### src/rtl/decode_queue.sv
// decode_queue: elastic FIFO between decoder and rename; head visible 1 cycle after push, no bypass.
// Backpressure: dec_ready_o = !full from registered state only; mispredict_i drops every entry in one cycle.
`ifndef DECODED_INSTRUCTION_WIDTH
`define DECODED_INSTRUCTION_WIDTH 64
`endif

module decode_queue #(
  parameter int WIDTH = `DECODED_INSTRUCTION_WIDTH,
  parameter int DEPTH = 8
) (
  input  logic                     clk_i,
  input  logic                     reset_i,
  input  logic                     dec_v_i,
  input  logic [WIDTH-1:0]         dec_i,
  output logic                     dec_ready_o,
  output logic                     decoded_v_o,
  output logic [WIDTH-1:0]         decoded_o,
  input  logic                     rename_ready_i,
  input  logic                     mispredict_i,
  output logic [$clog2(DEPTH):0]   count_o,
  output logic                     overflow_err_o
);

  localparam int AW = $clog2(DEPTH);
  localparam logic [AW:0] PTR_ONE = 1;

  logic [WIDTH-1:0] mem [DEPTH];
  logic [AW:0]      wr_ptr;
  logic [AW:0]      rd_ptr;
  logic             full;
  logic             empty;
  logic             push;
  logic             pop;
  logic             ovf;

  // Extra wrap bit distinguishes full from empty when the index bits match.
  assign empty = (wr_ptr == rd_ptr);
  assign full  = (wr_ptr[AW-1:0] == rd_ptr[AW-1:0]) && (wr_ptr[AW] != rd_ptr[AW]);

  assign push = dec_v_i && !full;
  assign pop  = !empty && rename_ready_i;

  assign dec_ready_o    = !full;
  assign decoded_v_o    = !empty;
  assign decoded_o      = mem[rd_ptr[AW-1:0]];
  assign count_o        = wr_ptr - rd_ptr;
  assign overflow_err_o = ovf;

  always_ff @(posedge clk_i or negedge reset_i) begin
    if (!reset_i) begin
      wr_ptr <= '0;
      rd_ptr <= '0;
      ovf    <= 1'b0;
    end else begin
      if (dec_v_i && full && !mispredict_i) begin
        ovf <= 1'b1;
      end
      if (mispredict_i) begin
        wr_ptr <= '0;
        rd_ptr <= '0;
      end else begin
        if (push) begin
          wr_ptr <= wr_ptr + PTR_ONE;
        end
        if (pop) begin
          rd_ptr <= rd_ptr + PTR_ONE;
        end
      end
    end
  end

  // Payload storage carries no reset; occupancy is governed by the pointers alone.
  always_ff @(posedge clk_i) begin
    if (push && !mispredict_i) begin
      mem[wr_ptr[AW-1:0]] <= dec_i;
    end
  end

endmodule

### config.mk
export PLATFORM = sky130hd
export DESIGN_NAME = decode_queue
export DESIGN_NICKNAME = d
export VERILOG_FILES = /design/src/rtl/decode_queue.sv
export SDC_FILE = /design/constraint.sdc
export NUM_CORES = 1
export LEC_CHECK = 0
export ABC_CLOCK_PERIOD_IN_PS = 13800
export CAP_MARGIN = 20
export CORE_MARGIN = 2
export CORE_UTILIZATION = 35
export DETAILED_ROUTE_END_ITERATION = 10
export GPL_TIMING_DRIVEN = 0
export PLACE_DENSITY = 0.61
export SYNTH_ARGS = -nofsm -noshare
export SYNTH_HDL_FRONTEND = slang
export SYNTH_SLANG_ARGS = --single-unit
### constraint.sdc
create_clock -name clk_i -period 13.8 [get_ports clk_i]
set_input_delay 2.76 -clock clk_i [delete_from_list [all_inputs] [get_ports clk_i]]
set_output_delay 2.76 -clock clk_i [all_outputs]
set_load 0.01 [all_outputs]
==> Word level (Yosys, flattened, before mapping) <==
Memories as Yosys holds them, arrays and structs flattened.
Cells that the tools add are included.
{ "totals": {"reg_bits": 9, "ram_bits": 512, "out_inout_bits": 71, "word_cells": 27, "n_memories": 1} }
{ "classes": {"addsub": 3, "eq_ne": 3, "n_mux": 6, "n_reduce_logical": 11} }
{ "mem_list": {"columns": ["memory", "words", "word_bits", "rd", "rd_clocked_by_memory_dff", "wr", "line", "source"], "rows": [
  ["mem", 8, 64, 1, 0, 1, "27", "logic [WIDTH-1:0] mem [DEPTH];"]
]} }
{ "op_table": {"columns": ["cell", "n"], "rows": [
  ["two-way mux 4 bit", 4],
  ["adder 4 x 1 -> 4 bit, second input constant", 2],
  ["logical AND 1 bit", 6],
  ["== test 4 bit", 1],
  ["nonzero test 2 bit", 2],
  ["subtractor 4 bit", 1],
  ["== test 3 bit", 1],
  ["logical NOT 1 bit", 3],
  ["two-way mux 1 bit", 2],
  ["!= test 1 bit", 1]
]} }

==> Logic depth before layout (Yosys ltp) <==
{ "logic_depth": {"word_depth": 7, "depth_mapped": 9} }

==> Worst setup path before layout <==
Ideal clock, no wire load.
{ "synth_path": {"kind": "input-to-reg", "start": "input mispredict_i", "end": "memory mem[3][0] in the netlist's numbering, enable pin", "setup_time_ns": 0.644, "arrival_time_ns": 9.226, "required_ns": 13.156, "setup_slack_ns": 3.930, "path_stages": 4, "path_buffers": 1, "cell_sequence": "clkbuf_1 > inv_1 > nand2_1 > nor4_1"} }
{ "synth_between": {"elab_chain_len": 4} }
{ "synth_lines": {"columns": ["element", "line", "source"], "rows": [
  ["start, declared", "19", "input logic mispredict_i,"],
  ["logical NOT 1 bit", "74", "if (push && !mispredict_i) begin"],
  ["logical AND 1 bit", "74", null],
  ["two-way mux 1 bit", "74", null],
  ["two-way mux 1 bit (not written as such)", "75", "mem[wr_ptr[AW-1:0]] <= dec_i;"],
  ["end, declared", "27", null]
]} }
No other way between the ends.

==> Worst setup path in the final report <==
{ "layout_path": {"start": "register rd_ptr[1]", "end": "output count_o[3]"} }
{ "layout_between": {"elab_chain_len": 1} }
{ "layout_lines": {"columns": ["element", "line", "source"], "rows": [
  ["start, declared", "29", "logic [AW:0] rd_ptr;"],
  ["start signal, assigned", "66", "rd_ptr <= rd_ptr + PTR_ONE;"],
  ["subtractor 4 bit", "46", "assign count_o = wr_ptr - rd_ptr;"],
  ["end, declared", "20", "output logic [$clog2(DEPTH):0] count_o,"]
]} }
No other way between the ends.

==> metrics.yaml <==
route.antenna.remaining_nets: 0
yosysWarningCount: 0
synth_commonest_cells: "edfxtp_1, nand2_1, mux4_2"
grt_start_max_net_pins: 35
critPathCaptureType: "output pin"
criticalPathCategory: "reg2out"
io_pins: 140
die_x_um: 242
power.static_leakage_nw: 8.04
asyncSetResetFlopFracSynth_pct: 1.73
mappedNetlistArea_um2: 19900
slew-limit-headroom_pct: 39.9
worstSkewPairLatency_ns: 0.60
cts-htree-levels: 2
area.sequential_um2: 15600
cts_resized: 0
hold_viol_final: 0
ys_seq_elements: 521
ctsHoldBuffers: 0
post-route-util_pct: 43.6
worst-slew-pin-transition_ns: 0.894
layout_worst_path_cycle_share_pct: 45.9
maxCapViolations: 0
post-route-drc-count: 0
finalSetupViolations: 0
first_iter_violations: 729
rr_startpoint: "rd_ptr[1]$_DFFE_PN0P_"
place.detailed.instances: 1905
first_pass_iters: 5
timing.final.crit_period_ns: 6.34
multi_input_comb_area_um2: 4020
timing.hold.worst.start: "overflow_err_o$_DFFE_PN0P_"
yosysSeqAreaShare_pct: 78.4
worstPathMaxFanout: 10
port-buffer-count: 139
floorplan.rows: 87
worstRegToRegCells: 12
cp_data_required_time_ns: 11.04
cts.reportedPaths.clkPinSlew_ns: 0.06
vias: 9717
synth_nets: 1023
synth.top_cell.area_share_pct: 77.3
die-area_um2: 58700
route.detailed.wl_per_inst_um: 21.8
synth_cell_type_count: 28
drive_above_1_share_pct: 24.2
timing.critical_path.from_type: "flop"
synth-edff-count: 512
tritoncts: "yes"
synthesis.instances: 948
number_of_cells_in_the_finished_layout_apart_from_fillers: 2004
unrepaired_setup_endpoints_after_global_routing: "no"
core_area_um2: 56300
initial_core_util_pct: 35.3
hold_class: "reg2reg"
detailedPlacementHpwl_mm: 28.9
synthMostInstantiatedCell: "edfxtp_1"
grt_first_pass_wirelength_mm: 65.9
crit_path_arrival_time_ns: 3.58
worst_r2r_endpoint: "mem[5][30]$_DFFE_PP_"
hold_path_end: "overflow_err_o$_DFFE_PN0P_"
clockBufferDepth: 3
cts-buffers-inserted: 52
finish.net_count: 1278
rrSetupSlack_ns: 9.51
hold_ws_ns: 0.485
timing.fmax_mhz: 158
grt_overflow: 0
area_growth_pct: 23.5
initial_antenna_violation_count: 5
sinks_on_clock_net: 521
power_density_nw_per_um2: 151
die_y_um: 242
postSynthAreaPerCell_um2: 21.0
report.final.slew_viol_count: 0
cts_post_setup_buffers_inserted: 0
worst_clock_skew_ns: 0.0182
synthTopCellsByArea: "edfxtp_1, mux4_2, nand2_1"
number_of_filler_cells_placed_in_the_layout: 4866
yosys.area.top_type: "edfxtp_1"
post_route_wl_mm: 43.7
status: "complete, no violations"
cts.root.buffer_cell: "clkbuf_16"
finalWeightedCongestion: 0.731
holdPathStages: 1
vias_per_cell: 4.85
primary_ff_master_synth: "edfxtp_1"
vdd_ir_drop_max_mv: 0.0821
first_global_vias: 10300
grtUsageTotal_pct: 15.1
[power breakdown]
part           internal [mW]  switching, mW
Sequential              1.76        0.00698
Clock                  0.793          0.585
Combinational          0.307          0.265
Total                   2.86          0.857
[how the worst max path moves through the flow]
| stage | slack (ns) | startpoint | cells past startpoint | end |
|---|---|---|---|---|
| 6_report | 7.46 | rd_ptr[1]$_DFFE_PN0P_ | 9 | count_o[3] |
| 3_3_place_gp | -3.12 | mispredict_i | 3 | mem[5][35]$_DFFE_PP_ |
| 5_1_grt | 7.21 | rd_ptr[1]$_DFFE_PN0P_ | 9 | count_o[3] |
| 2_1_floorplan | 3.93 | mispredict_i | 4 | mem[3][0]$_DFFE_PP_ |
| 4_1_cts | 7.31 | rd_ptr[1]$_DFFE_PN0P_ | 9 | count_o[3] |
| 3_5_place_dp | 7.98 | rd_ptr[1]$_DFFE_PN0P_ | 9 | count_o[3] |
[critical path, stage by stage, from the launching register on]
cell             delay [ns]
dfrtp_1                0.42
clkbuf_1               0.33
buf_2                  0.37
buf_2                  0.38
inv_1                  0.09
ha_1                   0.31
a21o_1                 0.17
a21oi_1                0.20
xnor2_1                0.14
clkdlybuf4s50_1        0.55
[cells by family after synthesis]
group / count (synthesis) / synth area share, %
flops: 521 / 78.4
fa+ha+maj: 6 / 0.415
xor+xnor: 10 / 0.440
mux: 130 / 14.6
simple gates: 218 / 4.28
buf+inv: 54 / 1.52
compound gates: 9 / 0.308
[routing by layer]
| metal | part of all wire [%] | GRT usage, % | vias up |
|---|---|---|---|
| met1 | 43 | 19.6 | 5125 |
| met5 | 0.12 | 0 | - |
| met3 | 5.3 | 3.51 | 60 |
| met2 | 50 | 25.8 | 208 |
| li1 | - | - | 4316 |
| met4 | 1.7 | 3.58 | 8 |
[per-stage QoR]
step / power, mW / worst slack [ns] / cell area [um2] / TNS [ns]
2_1_floorplan: 2.15 / 3.93 / 19900 / 0
3_3_place_gp: 2.38 / -3.12 / 22200 / -590.81
3_5_place_dp: 2.39 / 7.98 / 22900 / 0
4_1_cts: 3.76 / 7.31 / 24600 / 0
5_1_grt: 3.86 / 7.21 / 24600 / 0
6_report: 3.72 / 7.46 / 24600 / 0
[registers in the layout, indices dropped and copies added, names as in the netlist]
signal	cells
overflow_err_o	1
rd_ptr	4
mem	512
wr_ptr	4
[placed cells by master, fill, tap and decap left out, types with 8 or more instances in the layout]
| master | n |
|---|---|
| clkinv_1 | 8 |
| nor2_1 | 9 |
| buf_2 | 13 |
| buf_6 | 38 |
| buf_4 | 31 |
| clkbuf_16 | 53 |
| clkinv_2 | 12 |
| nand2_1 | 196 |
| dfrtp_1 | 9 |
| mux4_2 | 128 |
| edfxtp_1 | 512 |
| clkbuf_1 | 29 |
| inv_1 | 8 |
| clkdlybuf4s50_1 | 139 |
[area by class of cell]
cell class              instances  area share (%)
flip-flops and latches        521            63.5
multi-input cells             373            16.4
repair buffers                201            8.20
clock buffers                  70            5.91
well taps                     756            3.85
plain buffers                  46            1.11
clock inverters                28           0.897
inverters                       8           0.122
diodes                          1          0.0102
(Power assumes the default switching activity.)
